===== config.mk =====
export PLATFORM = sky130hd
export DESIGN_NAME = pipeline_hazard_ctrl_flat
export DESIGN_NICKNAME = d
export VERILOG_FILES = /design/src/rtl/pipeline_hazard_ctrl_if.sv /design/src/rtl/pipeline_hazard_ctrl.sv /design/src/flat_wrapper.sv
export SDC_FILE = /design/constraint.sdc
export NUM_CORES = 1
export LEC_CHECK = 0
export ABC_AREA = 1
export ABC_CLOCK_PERIOD_IN_PS = 1700
export BUFFER_PORTS_ARGS = -buffer_cell sky130_fd_sc_hd__buf_4
export CAP_MARGIN = 20
export CORE_MARGIN = 2
export CORE_UTILIZATION = 41
export CTS_CLUSTER_SIZE = 8
export DETAILED_ROUTE_END_ITERATION = 7
export GPL_ROUTABILITY_DRIVEN = 0
export MAX_ROUTING_LAYER = met4
export PLACE_DENSITY = 0.92
export RECOVER_POWER = 50
export SYNTH_ARGS = -nofsm -noshare
export SYNTH_HDL_FRONTEND = slang
export SYNTH_SLANG_ARGS = --single-unit

===== constraint.sdc =====
create_clock -name clk -period 1.7 [get_ports clk]
set_input_delay 0.34 -clock clk [delete_from_list [all_inputs] [get_ports clk]]
set_output_delay 0.34 -clock clk [all_outputs]
set_load 0.05 [all_outputs]

===== src/rtl/pipeline_hazard_ctrl_if.sv =====
// ---------------------------------------------------------------------------
// pipeline_hazard_ctrl_if
// Bundle between the 5-stage pipeline datapath and its hazard controller.
//   master : the datapath side; drives the stage instructions and the
//            branch / memory / interrupt status, receives the enables.
//   slave  : the hazard controller.
// Signals
//   dec_ir, exe_ir, mem_ir : instructions in decode / execute / memory
//   br_taken               : branch, JAL or JALR in EXE redirects the PC
//   mem_ready              : data memory finished the access for mem_ir
//   int_req                : level interrupt request, already CSR-masked
//   pc_en .. wb_ir_en      : stage-register load enables
//   dec_flush, exe_flush   : load a NOP into DEC_IR / EXE_IR
//   int_taken              : one-cycle pulse, PC loads the mtvec vector
//   stall_cnt              : saturating count of cycles with pc_en = 0
// ---------------------------------------------------------------------------
interface pipeline_hazard_ctrl_if #(
    parameter int DATA_W = 32
);
    logic [DATA_W-1:0] dec_ir;
    logic [DATA_W-1:0] exe_ir;
    logic [DATA_W-1:0] mem_ir;
    logic              br_taken;
    logic              mem_ready;
    logic              int_req;
    logic              pc_en;
    logic              dec_ir_en;
    logic              exe_ir_en;
    logic              mem_ir_en;
    logic              wb_ir_en;
    logic              dec_flush;
    logic              exe_flush;
    logic              int_taken;
    logic [15:0]       stall_cnt;

    modport master (
        output dec_ir, exe_ir, mem_ir, br_taken, mem_ready, int_req,
        input  pc_en, dec_ir_en, exe_ir_en, mem_ir_en, wb_ir_en,
        input  dec_flush, exe_flush, int_taken, stall_cnt
    );

    modport slave (
        input  dec_ir, exe_ir, mem_ir, br_taken, mem_ready, int_req,
        output pc_en, dec_ir_en, exe_ir_en, mem_ir_en, wb_ir_en,
        output dec_flush, exe_flush, int_taken, stall_cnt
    );
endinterface


===== src/rtl/pipeline_hazard_ctrl.sv =====
// ---------------------------------------------------------------------------
// pipeline_hazard_ctrl
// Stall / flush / interrupt sequencing for a 5-stage RV32 pipeline.
// Ports
//   clk   : pipeline clock, all state updates on the rising edge
//   rst_n : asynchronous active-low reset
//   hz    : pipeline_hazard_ctrl_if.slave (stage instructions and status in,
//           stage enables, flushes, interrupt pulse and stall counter out)
// Behaviour summary
//   - an outstanding load/store in MEM freezes every stage and outranks all
//     other conditions; the controller resumes in the state it left
//   - a load-use hazard inserts a single bubble into EXE
//   - a taken branch flushes DEC and EXE
//   - an interrupt drains the pipe for three cycles with fetch held, then
//     pulses int_taken for one cycle while the PC loads the vector
// ---------------------------------------------------------------------------
module pipeline_hazard_ctrl (
    input  logic                   clk,
    input  logic                   rst_n,
    pipeline_hazard_ctrl_if.slave  hz
);
    localparam logic [6:0] OPC_LOAD   = 7'b0000011;
    localparam logic [6:0] OPC_STORE  = 7'b0100011;
    localparam logic [6:0] OPC_OP     = 7'b0110011;
    localparam logic [6:0] OPC_BRANCH = 7'b1100011;
    localparam logic [6:0] OPC_LUI    = 7'b0110111;
    localparam logic [6:0] OPC_AUIPC  = 7'b0010111;
    localparam logic [6:0] OPC_JAL    = 7'b1101111;

    typedef enum logic [1:0] {
        ST_RUN,
        ST_MEM_WAIT,
        ST_INT_DRAIN,
        ST_INT_TAKE
    } state_t;

    state_t      state_q, state_d;
    state_t      ret_q, ret_d;
    state_t      eff_state;
    logic [1:0]  drain_q, drain_d;
    logic [15:0] stall_q;

    logic pc_en, dec_ir_en, exe_ir_en, mem_ir_en, wb_ir_en;
    logic dec_flush, exe_flush, int_taken;
    logic mem_stall, load_use;
    logic dec_uses_rs1, dec_uses_rs2;
    logic unused_bits;

    function automatic logic [15:0] sat_inc(input logic [15:0] v);
        return (v == 16'hFFFF) ? v : v + 16'd1;
    endfunction

    // Only the opcode and register fields take part in hazard detection.
    assign unused_bits = ^{hz.dec_ir[31:25], hz.dec_ir[14:7],
                           hz.exe_ir[31:12], hz.mem_ir[31:7]};

    assign mem_stall = ((hz.mem_ir[6:0] == OPC_LOAD) || (hz.mem_ir[6:0] == OPC_STORE))
                       && !hz.mem_ready;

    assign dec_uses_rs1 = !((hz.dec_ir[6:0] == OPC_LUI) || (hz.dec_ir[6:0] == OPC_AUIPC) ||
                            (hz.dec_ir[6:0] == OPC_JAL));
    assign dec_uses_rs2 = (hz.dec_ir[6:0] == OPC_OP) || (hz.dec_ir[6:0] == OPC_STORE) ||
                          (hz.dec_ir[6:0] == OPC_BRANCH);

    assign load_use = (hz.exe_ir[6:0] == OPC_LOAD) && (hz.exe_ir[11:7] != 5'd0) &&
                      ((dec_uses_rs1 && (hz.exe_ir[11:7] == hz.dec_ir[19:15])) ||
                       (dec_uses_rs2 && (hz.exe_ir[11:7] == hz.dec_ir[24:20])));

    // While parked in MEM_WAIT the cycle that releases it acts as the saved state.
    assign eff_state = (state_q == ST_MEM_WAIT) ? ret_q : state_q;

    always_comb begin
        state_d   = state_q;
        ret_d     = ret_q;
        drain_d   = drain_q;
        pc_en     = 1'b0;
        dec_ir_en = 1'b0;
        exe_ir_en = 1'b0;
        mem_ir_en = 1'b0;
        wb_ir_en  = 1'b0;
        dec_flush = 1'b0;
        exe_flush = 1'b0;
        int_taken = 1'b0;

        if (!rst_n) begin
            dec_flush = 1'b1;
            exe_flush = 1'b1;
        end else if (mem_stall) begin
            state_d = ST_MEM_WAIT;
            ret_d   = eff_state;
        end else begin
            state_d   = eff_state;
            dec_ir_en = 1'b1;
            exe_ir_en = 1'b1;
            mem_ir_en = 1'b1;
            wb_ir_en  = 1'b1;
            unique case (eff_state)
                ST_RUN: begin
                    pc_en = 1'b1;
                    if (hz.br_taken) begin
                        dec_flush = 1'b1;
                        exe_flush = 1'b1;
                    end else if (!hz.int_req && load_use) begin
                        // Hold PC and DEC, push a bubble into EXE.
                        pc_en     = 1'b0;
                        dec_ir_en = 1'b0;
                        exe_flush = 1'b1;
                    end
                    if (hz.int_req) begin
                        state_d = ST_INT_DRAIN;
                        drain_d = 2'd3;
                    end
                end
                ST_INT_DRAIN: begin
                    // Fetch held, NOPs fed into DEC while older work retires.
                    dec_flush = 1'b1;
                    exe_flush = hz.br_taken;
                    if (drain_q <= 2'd1) begin
                        state_d = ST_INT_TAKE;
                        drain_d = 2'd0;
                    end else begin
                        drain_d = drain_q - 2'd1;
                    end
                end
                ST_INT_TAKE: begin
                    pc_en     = 1'b1;
                    dec_flush = 1'b1;
                    int_taken = 1'b1;
                    state_d   = ST_RUN;
                end
                default: begin
                    pc_en   = 1'b1;
                    state_d = ST_RUN;
                end
            endcase
        end
    end

    always_ff @(posedge clk or negedge rst_n) begin
        if (!rst_n) begin
            state_q <= ST_RUN;
            ret_q   <= ST_RUN;
            drain_q <= 2'd0;
            stall_q <= 16'd0;
        end else begin
            state_q <= state_d;
            ret_q   <= ret_d;
            drain_q <= drain_d;
            if (!pc_en) begin
                stall_q <= sat_inc(stall_q);
            end
        end
    end

    assign hz.pc_en     = pc_en;
    assign hz.dec_ir_en = dec_ir_en;
    assign hz.exe_ir_en = exe_ir_en;
    assign hz.mem_ir_en = mem_ir_en;
    assign hz.wb_ir_en  = wb_ir_en;
    assign hz.dec_flush = dec_flush;
    assign hz.exe_flush = exe_flush;
    assign hz.int_taken = int_taken;
    assign hz.stall_cnt = stall_q;
endmodule


===== src/flat_wrapper.sv =====
// flat-port wrapper written by rule: the top's interface ports become plain ports
module pipeline_hazard_ctrl_flat 
  (clk, rst_n, hz_dec_ir, hz_exe_ir, hz_mem_ir, hz_br_taken, hz_mem_ready, hz_int_req, hz_pc_en, hz_dec_ir_en, hz_exe_ir_en, hz_mem_ir_en, hz_wb_ir_en, hz_dec_flush, hz_exe_flush, hz_int_taken, hz_stall_cnt);
  pipeline_hazard_ctrl_if #(.DATA_W(32)) hz_i ();
  input  logic clk;
  input  logic rst_n;
  input wire logic [$bits(hz_i.dec_ir)-1:0] hz_dec_ir;
  input wire logic [$bits(hz_i.exe_ir)-1:0] hz_exe_ir;
  input wire logic [$bits(hz_i.mem_ir)-1:0] hz_mem_ir;
  input wire logic [$bits(hz_i.br_taken)-1:0] hz_br_taken;
  input wire logic [$bits(hz_i.mem_ready)-1:0] hz_mem_ready;
  input wire logic [$bits(hz_i.int_req)-1:0] hz_int_req;
  output wire logic [$bits(hz_i.pc_en)-1:0] hz_pc_en;
  output wire logic [$bits(hz_i.dec_ir_en)-1:0] hz_dec_ir_en;
  output wire logic [$bits(hz_i.exe_ir_en)-1:0] hz_exe_ir_en;
  output wire logic [$bits(hz_i.mem_ir_en)-1:0] hz_mem_ir_en;
  output wire logic [$bits(hz_i.wb_ir_en)-1:0] hz_wb_ir_en;
  output wire logic [$bits(hz_i.dec_flush)-1:0] hz_dec_flush;
  output wire logic [$bits(hz_i.exe_flush)-1:0] hz_exe_flush;
  output wire logic [$bits(hz_i.int_taken)-1:0] hz_int_taken;
  output wire logic [$bits(hz_i.stall_cnt)-1:0] hz_stall_cnt;
  assign hz_i.dec_ir = hz_dec_ir;
  assign hz_i.exe_ir = hz_exe_ir;
  assign hz_i.mem_ir = hz_mem_ir;
  assign hz_i.br_taken = hz_br_taken;
  assign hz_i.mem_ready = hz_mem_ready;
  assign hz_i.int_req = hz_int_req;
  assign hz_pc_en = hz_i.pc_en;
  assign hz_dec_ir_en = hz_i.dec_ir_en;
  assign hz_exe_ir_en = hz_i.exe_ir_en;
  assign hz_mem_ir_en = hz_i.mem_ir_en;
  assign hz_wb_ir_en = hz_i.wb_ir_en;
  assign hz_dec_flush = hz_i.dec_flush;
  assign hz_exe_flush = hz_i.exe_flush;
  assign hz_int_taken = hz_i.int_taken;
  assign hz_stall_cnt = hz_i.stall_cnt;
  pipeline_hazard_ctrl u_core (.clk(clk), .rst_n(rst_n), .hz(hz_i));
endmodule

### Yosys cells after proc, flatten, opt, wreduce, memory -nomap -nowiden

Cells that the tools add are included.
W data, S select, Z words.

| word-level totals | value |
|---|---|
| bits of input ports | 101 |
| flip-flop bits (word level) | 22 |

| cells by class | value |
|---|---|
| add/subtract/negate cells | 2 |
| mux-type cells | 30 |
| bitwise logic cells | 3 |
| equality and inequality tests | 16 |
| reduce and logical (&&, ||, !) cells | 22 |
| magnitude comparators | 1 |

Operators with widths:

| cell | count |
|---|---|
| $eq A7 B6 Y1 const B | 4 |
| $mux W1 | 19 |
| $add A16 B1 Y16 const B | 1 |
| $eq A16 B16 Y1 const B | 1 |
| $eq A7 B2 Y1 const B | 2 |
| $eq A7 B7 Y1 const B | 2 |
| $mux W2 | 6 |
| $eq A5 B5 Y1 | 2 |
| $pmux W2 S2 | 2 |
| $eq A7 B5 Y1 const B | 1 |
| $logic_and A1 B1 Y1 | 6 |
| $logic_or A1 B1 Y1 | 6 |
| $pmux W1 S2 | 3 |
| $reduce_bool A5 Y1 | 1 |
| $eq A2 B2 Y1 const B | 2 |
| $reduce_and A2 Y1 | 2 |
| $reduce_and A4 Y1 | 1 |
| $logic_not A1 Y1 | 3 |
| $not A1 Y1 | 3 |
| $eq A2 B1 Y1 const B | 1 |
| $le A2 B1 Y1 const B | 1 |
| $logic_not A2 Y1 | 1 |
| $ne A2 B2 Y1 const B | 1 |
| $reduce_bool A2 Y1 | 1 |
| 2 further kinds | 2 |

### Logic depth before layout (Yosys ltp)

Gate-level depths: netlist of the first run.

| depth | value |
|---|---|
| depth after elaboration | 15 |
| gate-level depth with buffers | 14 |
| gate-level depth less buffers | 13 |

### Worst setup path before layout of the first run

OpenSTA, ideal clock, no wires.

| timing path | value |
|---|---|
| path type | input-to-output |
| start point | input port hz_mem_ir[3] |
| end point | output port hz_int_taken |
| path slack | -520 ps |
| arrival time | 1,880 ps |
| stages on the path | 8 |
| cells stage by stage | nor2_1 -> nand4_1 -> nand2_2 -> inv_2 -> nand2_4 -> buf_2 -> buf_2 -> nor2_1 |

| between the ends | value |
|---|---|
| cells in the longest elaborated chain, start to end | 5 |
| elaborated cells on any way between the ends | 6 |
| classes of those cells | eq/ne: 2; mux: 2; reduce/logical: 2 |

RTL lines:

| item | line | source |
|---|---|---|
| from (decl) | flat_wrapper.sv:9 | `input wire logic [$bits(hz_i.mem_ir)-1:0] hz_mem_ir;` |
| $eq A7 B2 Y1 or $eq A7 B6 Y1 (tied branches) | pipeline_hazard_ctrl.sv:57 | `assign mem_stall = ((hz.mem_ir[6:0] == OPC_LOAD) \|\| (hz.mem_ir[6:0] == OPC_STORE))` |
| $logic_or A1 B1 Y1 (*) | pipeline_hazard_ctrl.sv:57 |  |
| $logic_and A1 B1 Y1 (*) | pipeline_hazard_ctrl.sv:58 | `&& !hz.mem_ready;` |
| $mux W1 (*) | pipeline_hazard_ctrl.sv:88 | `end else if (mem_stall) begin` |
| $mux W1 (*) | pipeline_hazard_ctrl.sv:85 | `if (!rst_n) begin` |
| to (decl) | flat_wrapper.sv:20 | `output wire logic [$bits(hz_i.int_taken)-1:0] hz_int_taken;` |

Mark *: on every way between the ends. The rest lies on a longest branch, timed or not.

### Worst setup path after layout of the first run

| timing path | value |
|---|---|
| start point | register u_core.state_q[1] |
| end point | output port hz_dec_ir_en |

| between the ends | value |
|---|---|
| cells in the longest elaborated chain, start to end | 6 |

RTL lines:

| item | line | source |
|---|---|---|
| from (decl) | pipeline_hazard_ctrl.sv:37 | `state_t state_q, state_d;` |
| from (signal assigned) | pipeline_hazard_ctrl.sv:146 | `state_q <= state_d;` |
| $eq A2 B1 Y1 | pipeline_hazard_ctrl.sv:70 | `assign eff_state = (state_q == ST_MEM_WAIT) ? ret_q : state_q;` |
| $mux W2 (*) | pipeline_hazard_ctrl.sv:70 |  |
| $logic_not A2 Y1 (*) | pipeline_hazard_ctrl.sv:97 | `unique case (eff_state)` |
| $mux W1 (*) | pipeline_hazard_ctrl.sv:97 |  |
| $mux W1 (*) | pipeline_hazard_ctrl.sv:88 |  |
| $mux W1 (*) | pipeline_hazard_ctrl.sv:85 |  |
| to (decl) | flat_wrapper.sv:14 | `output wire logic [$bits(hz_i.dec_ir_en)-1:0] hz_dec_ir_en;` |

Marks and branches as above.

==> results.yml, run 1 <==
run_status:
  status: "finished with violations"
  failed_checks: "setup timing"
yosys:
  synth_nets: 330
  syn_avg_cell_area_sq_um: 7.39
  synth-edff-count: 0
  yosys_warnings: 0
  ys_ff_latch: 22
  async_flop_share_pct: 100
  syn_area_sq_um: 1680
  yosysSeqAreaShare_pct: 32.7
  synth_cells: 228
  synthDistinctLibCells: 33
  synthFlopType: "dfrtp_1"
floorplan:
  die_area_sq_um: 4640
  core_area_sq_um: 3970
  die_width_microns: 68.1
  num_rows: 23
  die_h_microns: 68.1
  io_pins: 125
  start_util_pct: 42.4
grt:
  grt_pass1_wl_microns: 8750
  grt-ovfl-total: 0
  grt_max_degree: 17
  antenna_found_initial: 0
  grt_usage_pct: 25.2
  grt_pass1_vias: 1946
clocking:
  htreeDepth: 1
  numCtsBuffers: 3
  cts_tree: "built"
  numClockSinks: 22
  cts-root-buf: "clkbuf_8"
  clockBufferDepth: 2
  path_clk_slew_ns: 0.09
  clock_latency_ns: 0.27
place:
  post-place-cells: 351
  io_buffers: 63
  dpl_worst_slack_ns: -0.172
  dp_hpwl_microns: 3620
  place_area_sq_um: 2370
worst_setup_path:
  worst-r2r-setup-slack_ns: 0.10
  critPathMaxFanout: 3
  critical_path_class: "flip-flop to primary output"
  critPathLaunchType: "flip-flop"
  path_delay_family: "flip-flops"
  end_kind: "primary output"
  r2r-end: "u_core.hz.stall_cnt[12]$_DFFE_PN0P_"
  r2r_start: "u_core.state_q[1]$_DFFE_PN0P_"
  cp_common_cell: "inv_1"
  reg2regPathDepth: 9
  critical_path_buf_inv_count: 4
  slowest_delay_ns: 0.45
  cp_slowest_cell: "dfrtp_2"
  critPathArrivalTime_ns: 1.54
  worstPathCellList: "o21ai_4 > inv_2 > nor2_4 > inv_1 > o21ai_2 > inv_1 > buf_6"
  cp.required_ns: 1.36
pwr:
  total_leakage_power_nw: 1.34
  total_power_mw: 2.55
  max-vdd-ir-drop_mv: 1.05
  p_per_area_nw_per_um2: 938
routing:
  vias_per_cell: 5.30
  drc: 0
  vias: 1940
  avgRoutedWirePerCell_microns: 15.6
  drtPass1Iterations: 4
  wirelength_microns: 5690
  final_antenna_net_count: 0
  drt-initial-drc-count: 169
sta:
  finalSetupTns_ns: -0.623
  fin_worst_skew_ns: 0.0110
  fin_crit_ns: 1.88
  setup_violations: 5
  worstMarginPinSlew_ns: 0.658
  timing.slew.headroom_pct: 56.1
  maxSlewViolCount: 0
  post-route-period-util_pct: 111
  fmax_mhz: 531
  rsz0062_at_grt: "yes"
  hold_slack_ns: 0.357
  hold_viol_final: 0
  timing.final.ws_setup_ns: -0.182
finish:
  nNetsFinal: 419
  finalNonFillerCells: 366
  layout-drive-gt1-share_pct: 45.6
  fillCellCount: 277
  syn_to_final_growth_pct: 61.2
  diodes: 0
  fin_util_pct: 68.4
  design_area_sq_um: 2720
run:
  max-cap-violations: 0
worst_hold_path:
  hold_class: "input pin to asynchronous set/reset pin"
synthesized netlist by cell type, types with 2 or more instances:
cell type  count  share of area (%)
nor3_1         5                1.5
xor2_1         8                4.2
nand2_4        2                1.3
nor2_4         2                1.3
dfrtp_1       22                 33
nor2_2         2               0.74
a21oi_1        3               0.89
o21ai_1        3               0.89
nand4_1       19                7.1
inv_1         18                4.0
nand3_4        2                2.1
xnor2_1       14                7.3
nand3_1        7                2.1
nand2_2        6                2.2
nor2_1        21                4.7
buf_4          2               0.89
buf_2          3               0.89
nand2_1       69                 15
inv_2          3               0.67
o21ai_0        4                1.2
final cells by class:
class / instances / area, sq um / area share (%)
multi-input combinational: 178 / 1210 / 44.6
timing repair buffer: 90 / 721 / 26.5
sequential: 22 / 561 / 20.6
inverter: 22 / 90.1 / 3.32
tap: 50 / 62.6 / 2.30
clock buffer: 3 / 41.3 / 1.52
clock inverter: 1 / 30.0 / 1.11
metal layers:
metal	up-vias	part of all wire [%]	routed length, microns	global-route usage, %
li1	919	-	-	-
met4	0	2.2	125	8.00
met2	90	54	3050	45.0
met5	-	0	0	-
met1	913	38	2180	27.9
met3	18	5.9	338	5.26
sequential cells by signal, indices dropped and copies added, names as in the netlist:
signal	cells
u_core.hz.stall_cnt	16
u_core.drain_q	2
u_core.ret_q	2
u_core.state_q	2
layout by cell type (no fill, tap or decap), types with 4 or more instances in the layout:
cell,instances
nand2_1,66
buf_4,70
xor2_1,8
inv_1,15
xnor2_1,10
dfrtp_2,8
nand3_1,6
nor2_1,17
nand4_1,19
nor2_4,6
clkbuf_1,5
nand3_4,4
nand2_2,8
o21ai_0,4
dfrtp_1,14
buf_6,13
worst reg2reg max path, delay by kind of cell, from the launching register on:
family	cells	cell delay [ns]
AOI/OAI and AO/OA	1	0.20
DFF	1	0.45
and+or+nand+nor	4	0.28
buffers and inverters	4	0.57
cell families after synthesis:
family                   synth area share (%)
flip-flops                               32.7
AO/OA/AOI/OAI                            4.38
XOR/XNOR                                 11.4
AND/OR/NAND/NOR                          42.7
buffers and inverters                    8.02
adder cells (fa/ha/maj)                 0.743
worst max-delay path by stage:
stage	from	end	slack (ns)	cells after the start
2_1_floorplan	u_core.hz.stall_cnt[1]$_DFFE_PN0P_	u_core.hz.stall_cnt[9]$_DFFE_PN0P_	-0.07	10
3_3_place_gp	hz_int_req	hz_exe_flush	-0.14	9
3_5_place_dp	hz_int_req	hz_exe_flush	-0.17	9
4_1_cts	u_core.ret_q[1]$_DFFE_PN0P_	hz_exe_flush	-0.14	6
5_1_grt	hz_dec_ir[2]	hz_dec_ir_en	-0.25	12
6_report	u_core.state_q[1]$_DFFE_PN0P_	hz_dec_ir_en	-0.18	7
what timing repair did:
item,in CTS,in global routing
resized for setup,21,28
setup buffers,4,6
cloned,0,1
setup endpoints to repair,5,23
hold buffers,0,0
pin swaps,5,17
where the power goes:
part	switching [mW]	total, mW	internal [mW]
logic	0.756	1.27	0.516
clock network	0.177	0.492	0.315
registers	0.142	0.782	0.640
total	1.07	2.55	1.47
Power figures use the tool's default switching activity.
==> run 2: changes to the inputs <==
- CORE_MARGIN: 2 -> unset
- SKIP_LAST_GASP: unset -> 1
==> results.yml, run 2 (same netlist as run 1, synthesis figures left out) <==
grt:
  grt_max_degree: 18
  antenna_found_initial: 0
  grt-ovfl-total: 0
  grt_pass1_vias: 1893
  grt_pass1_wl_microns: 8360
  grt_usage_pct: 25.8
pwr:
  max-vdd-ir-drop_mv: 0.784
  total_leakage_power_nw: 1.32
  total_power_mw: 2.50
  p_per_area_nw_per_um2: 947
floorplan:
  die_area_sq_um: 4370
  num_rows: 22
  io_pins: 125
  die_h_microns: 66.1
  die_width_microns: 66.1
  start_util_pct: 44.3
  core_area_sq_um: 3800
sta:
  worstMarginPinSlew_ns: 0.659
  timing.slew.headroom_pct: 56.1
  post-route-period-util_pct: 108
  setup_violations: 5
  timing.final.ws_setup_ns: -0.136
  hold_viol_final: 0
  hold_slack_ns: 0.353
  fmax_mhz: 545
  rsz0062_at_grt: "yes"
  maxSlewViolCount: 0
  fin_crit_ns: 1.84
  fin_worst_skew_ns: 0.00814
worst_setup_path:
  critPathLaunchType: "flip-flop"
  critPathMaxFanout: 3
  reg2regPathDepth: 9
  end_kind: "primary output"
  critical_path_class: "flip-flop to primary output"
  worst-r2r-setup-slack_ns: 0.09
  startpoint: "u_core.state_q[1]$_DFFE_PN0P_"
  r2r-end: "u_core.hz.stall_cnt[13]$_DFFE_PN0P_"
  cp.required_ns: 1.36
  r2r_start: "u_core.hz.stall_cnt[1]$_DFFE_PN0P_"
  critPathArrivalTime_ns: 1.50
place:
  io_buffers: 63
  post-place-cells: 349
  dpl_worst_slack_ns: -0.141
  dp_hpwl_microns: 3590
clocking:
  clockBufferDepth: 2
  cts-root-buf: "clkbuf_8"
  numCtsBuffers: 3
  clock_latency_ns: 0.28
  htreeDepth: 1
  path_clk_slew_ns: 0.08
  numClockSinks: 22
  cts_tree: "built"
run_status:
  status: "finished with violations"
  failed_checks: "setup timing"
finish:
  layout-drive-gt1-share_pct: 41.8
  nNetsFinal: 419
  final_cell_mix: "buf_4, nand2_1, nand4_1, nor2_1, dfrtp_1"
  layout_commonest_cell: "buf_4"
  largest_reg_flops: 16
  fillCellCount: 286
  diodes: 0
  finalNonFillerCells: 364
  syn_to_final_growth_pct: 56.6
routing:
  vias_per_cell: 5.24
  final_antenna_net_count: 0
  drtPass1Iterations: 4
  drc: 0
  avgRoutedWirePerCell_microns: 14.8
  drt-initial-drc-count: 158
  vias: 1908
  wirelength_microns: 5390
worst_hold_path:
  hold_class: "input pin to asynchronous set/reset pin"
run:
  max-cap-violations: 0
## run 2: cell types whose count changed in the layout (fill, tap and decap cells not counted), moves of 2 or more
cell / before / now
dfrtp_1: 14 / 18
xnor2_1: 10 / 14
buf_4: 70 / 68
xnor2_2: 3 / 0
clkbuf_2: 0 / 2
dfrtp_2: 8 / 4
## run 2: stage by stage
stage	setup TNS, ns	cell area (sq um)	util, %
after global routing	-1.14	2640	69.4
after CTS	-0.613	2540	67.0
after global placement	-0.375	2360	62.3
after floorplan	-0.600	1770	-
after detailed placement	-0.609	2360	62.3
final	-0.565	2640	69.4
## run 2: final cells by class
cell class                 instances  area, sq um  area share, %
multi-input combinational        178         1140           43.4
sequential                        22          556           21.1
tap                               48         60.1           2.28
clock buffer                       3         41.3           1.57
timing repair buffer              90          719           27.3
inverter                          22         87.6           3.32
clock inverter                     1         30.0           1.14
## run 2: what timing repair did
action,CTS,global route
setup buffers,5,5
hold buffers,0,0
gates resized for setup,15,23
cloned,1,0
setup endpoints to repair,9,24
pin swaps,5,9
## run 2: how the worst max path moves through the flow
stage	end	slack, ns
4_1_cts	hz_exe_flush	-0.13
6_report	hz_exe_flush	-0.14
3_3_place_gp	hz_exe_flush	-0.14
3_5_place_dp	hz_exe_flush	-0.14
5_1_grt	hz_exe_flush	-0.22
2_1_floorplan	u_core.hz.stall_cnt[9]$_DFFE_PN0P_	-0.07
## run 2: where the power goes
group	total, mW	leakage [nW]	internal, mW	switching (mW)
logic	1.23	0.996	0.505	0.721
clock network	0.501	0.0357	0.316	0.186
registers	0.769	0.285	0.633	0.136
total	2.50	1.32	1.45	1.04
## run 2: layer usage
layer | global-route usage, % | share of wire, % | vias up | routed length, microns
met3 | 5.34 | 5.5 | 15 | 297
met5 | - | 0 | - | 0
met2 | 43.0 | 52 | 73 | 2820
met1 | 30.4 | 40 | 903 | 2150
li1 | - | - | 917 | -
met4 | 10.1 | 2.3 | 0 | 123
## run 2: worst max-delay path, cell delays in order, from the launching register on
cell and delay (ns):
dfrtp_1 0.42, o21ai_1 0.13, buf_4 0.16, inv_4 0.04, nor2_4 0.08, nand3_2 0.08, a21oi_4 0.14, buf_6 0.17
==> run 3: changes to the inputs <==
- ABC_AREA: 1 -> unset
- CORE_UTILIZATION: 41 -> 37
==> results.yml, run 3 <==
routing:
  drt-initial-drc-count: 125
  wirelength_microns: 5150
  final_antenna_net_count: 0
  drc: 0
  drtPass1Iterations: 4
  vias_per_cell: 5.50
  avgRoutedWirePerCell_microns: 17.3
  vias: 1638
finish:
  fin_util_pct: 75.2
  layout-drive-gt1-share_pct: 65.9
  layout_commonest_cell: "buf_4"
  final_cell_mix: "buf_4, buf_6, dfrtp_2, xnor2_1, nand2_1"
  finalNonFillerCells: 298
  syn_to_final_growth_pct: 91.2
  largest_reg_flops: 16
  nNetsFinal: 355
  design_area_sq_um: 2550
  diodes: 0
yosys:
  synthDistinctLibCells: 38
  yosys_warnings: 0
  syn_area_sq_um: 1330
  synth_top_area_share_pct: 41.3
  synth_nets: 240
  synth_cells: 138
  synth-edff-count: 0
  synthFlopType: "dfrtp_1"
  ys_ff_latch: 22
  yosysTopAreaCell: "dfrtp_1"
  synth_common_cells: "dfrtp_1, xnor2_1, nand2_1"
  yosysSeqAreaShare_pct: 41.3
  synth_top_cells_by_area: "dfrtp_1, xnor2_1, nand2_1, nand4_1, xor2_1"
  yosysMostFrequentCell: "dfrtp_1"
  async_flop_share_pct: 100
  syn_avg_cell_area_sq_um: 9.67
worst_setup_path:
  worstPathCellList: "buf_4 > xnor2_2 > nand3_1 > or4_4 > a211oi_2 > buf_4 > o21a_1 > nor2_2 > buf_4"
  reg2regPathDepth: 7
  r2r_start: "u_core.hz.stall_cnt[11]$_DFFE_PN0P_"
  critPathLaunchType: "input pin"
  path_depth: 9
  slowest_delay_ns: 0.56
  cp_slowest_cell: "or4_4"
  critical_path_buf_inv_count: 3
  path_delay_family: "simple AND/OR/NAND/NOR gates"
  end_kind: "primary output"
  critPathArrivalTime_ns: 1.98
  cp_common_cell: "buf_4"
  startpoint: "hz_exe_ir[10]"
  critPathMaxFanout: 3
  critical_path_class: "input pin to primary output"
  cp.required_ns: 1.36
sta:
  fmax_mhz: 431
  fin_crit_ns: 2.32
  post-route-period-util_pct: 137
  timing.final.ws_setup_ns: -0.623
  timing.slew.headroom_pct: 72.9
  worstMarginPinSlew_ns: 0.405
  hold_slack_ns: 0.0458
  hold_viol_final: 0
  maxSlewViolCount: 0
  finalSetupTns_ns: -7.89
  rsz0062_at_grt: "yes"
  setup_violations: 24
  fin_worst_skew_ns: 0.00503
pwr:
  max-vdd-ir-drop_mv: 0.564
  p_per_area_nw_per_um2: 995
  total_leakage_power_nw: 1.19
  total_power_mw: 2.54
grt:
  met3_usage_pct: 5.80
  grt_pass1_vias: 1475
  grt_max_degree: 30
  grt-ovfl-total: 0
  antenna_found_initial: 0
  top_usage_layer: "met2"
  grt_use_met2_pct: 43.6
  grt_pass1_wl_microns: 6910
  gr-usage-met1_pct: 30.1
  grt_usage_pct: 25.9
clocking:
  cts-root-buf: "clkbuf_4"
  path_clk_slew_ns: 0.12
  clock_latency_ns: 0.33
  numCtsBuffers: 3
  numClockSinks: 22
  clockBufferDepth: 2
  htreeDepth: 1
  cts_tree: "built"
run_status:
  status: "finished with violations"
  failed_checks: "setup timing"
place:
  post-place-cells: 281
  io_buffers: 63
  place_area_sq_um: 2180
  dp_hpwl_microns: 3090
  dpl_worst_slack_ns: -0.732
floorplan:
  die_h_microns: 62.0
  core_area_sq_um: 3390
  start_util_pct: 39.4
  die_area_sq_um: 3850
  num_rows: 21
  die_width_microns: 62.0
  io_pins: 125
run:
  max-cap-violations: 0
worst_hold_path:
  hold_class: "input pin to asynchronous set/reset pin"
==> run 3: logic make-up (layout without fill, tap and decap cells) <==
group	after synthesis	after routing	synth area share, %
buffers and inverters	9	122	4.31
AND/OR/NAND/NOR	56	56	22.8
multiplexers	1	1	0.844
flip-flops	22	22	41.3
XOR/XNOR	23	23	15.7
adder cells (fa/ha/maj)	1	1	0.938
AO/OA/AOI/OAI	26	27	14.2
==> run 3: layout make-up <==
type / count / area [sq um]
well taps: 46 / 57.6
fillers: 202 / 840
repair buffers: 112 / 920
flip-flops and latches: 22 / 568
clock buffers: 4 / 26.3
inverters: 6 / 22.5
multi-input cells: 108 / 956
==> run 3: path summary, 6_finish.rpt <==
path / end / slack (ns)
max: hz_pc_en / -0.62
min: u_core.ret_q[1]$_DFFE_PN0P_ / 0.05
max reg2reg: u_core.hz.stall_cnt[15]$_DFFE_PN0P_ / -0.27
min reg2reg: u_core.hz.stall_cnt[14]$_DFFE_PN0P_ / 0.55
max in group asynchronous: u_core.hz.stall_cnt[8]$_DFFE_PN0P_ / 1.37
min in group clk: u_core.drain_q[1]$_DFFE_PN0P_ / 0.47
==> run 3: power breakdown <==
| part | switching (mW) | internal [mW] |
|---|---|---|
| Combinational | 0.838 | 0.679 |
| Sequential | 0.107 | 0.652 |
| Clock | 0.169 | 0.0922 |
| Total | 1.11 | 1.42 |
==> run 3: routing by layer <==
layer	vias to the layer above	wire, microns	part of all wire [%]
met2	92	2660	52
met4	0	118	2.3
li1	729	-	-
met5	-	0	0
met1	801	2030	39
met3	16	332	6.5
==> run 3: repair_timing <==
action                     CTS  global route
hold buffers                 0             0
cloned                       1             0
resized for setup           32            22
pin swaps                   20             9
hold endpoints to repair     0             0
buffers inserted             5             9
setup endpoints to repair   24            24
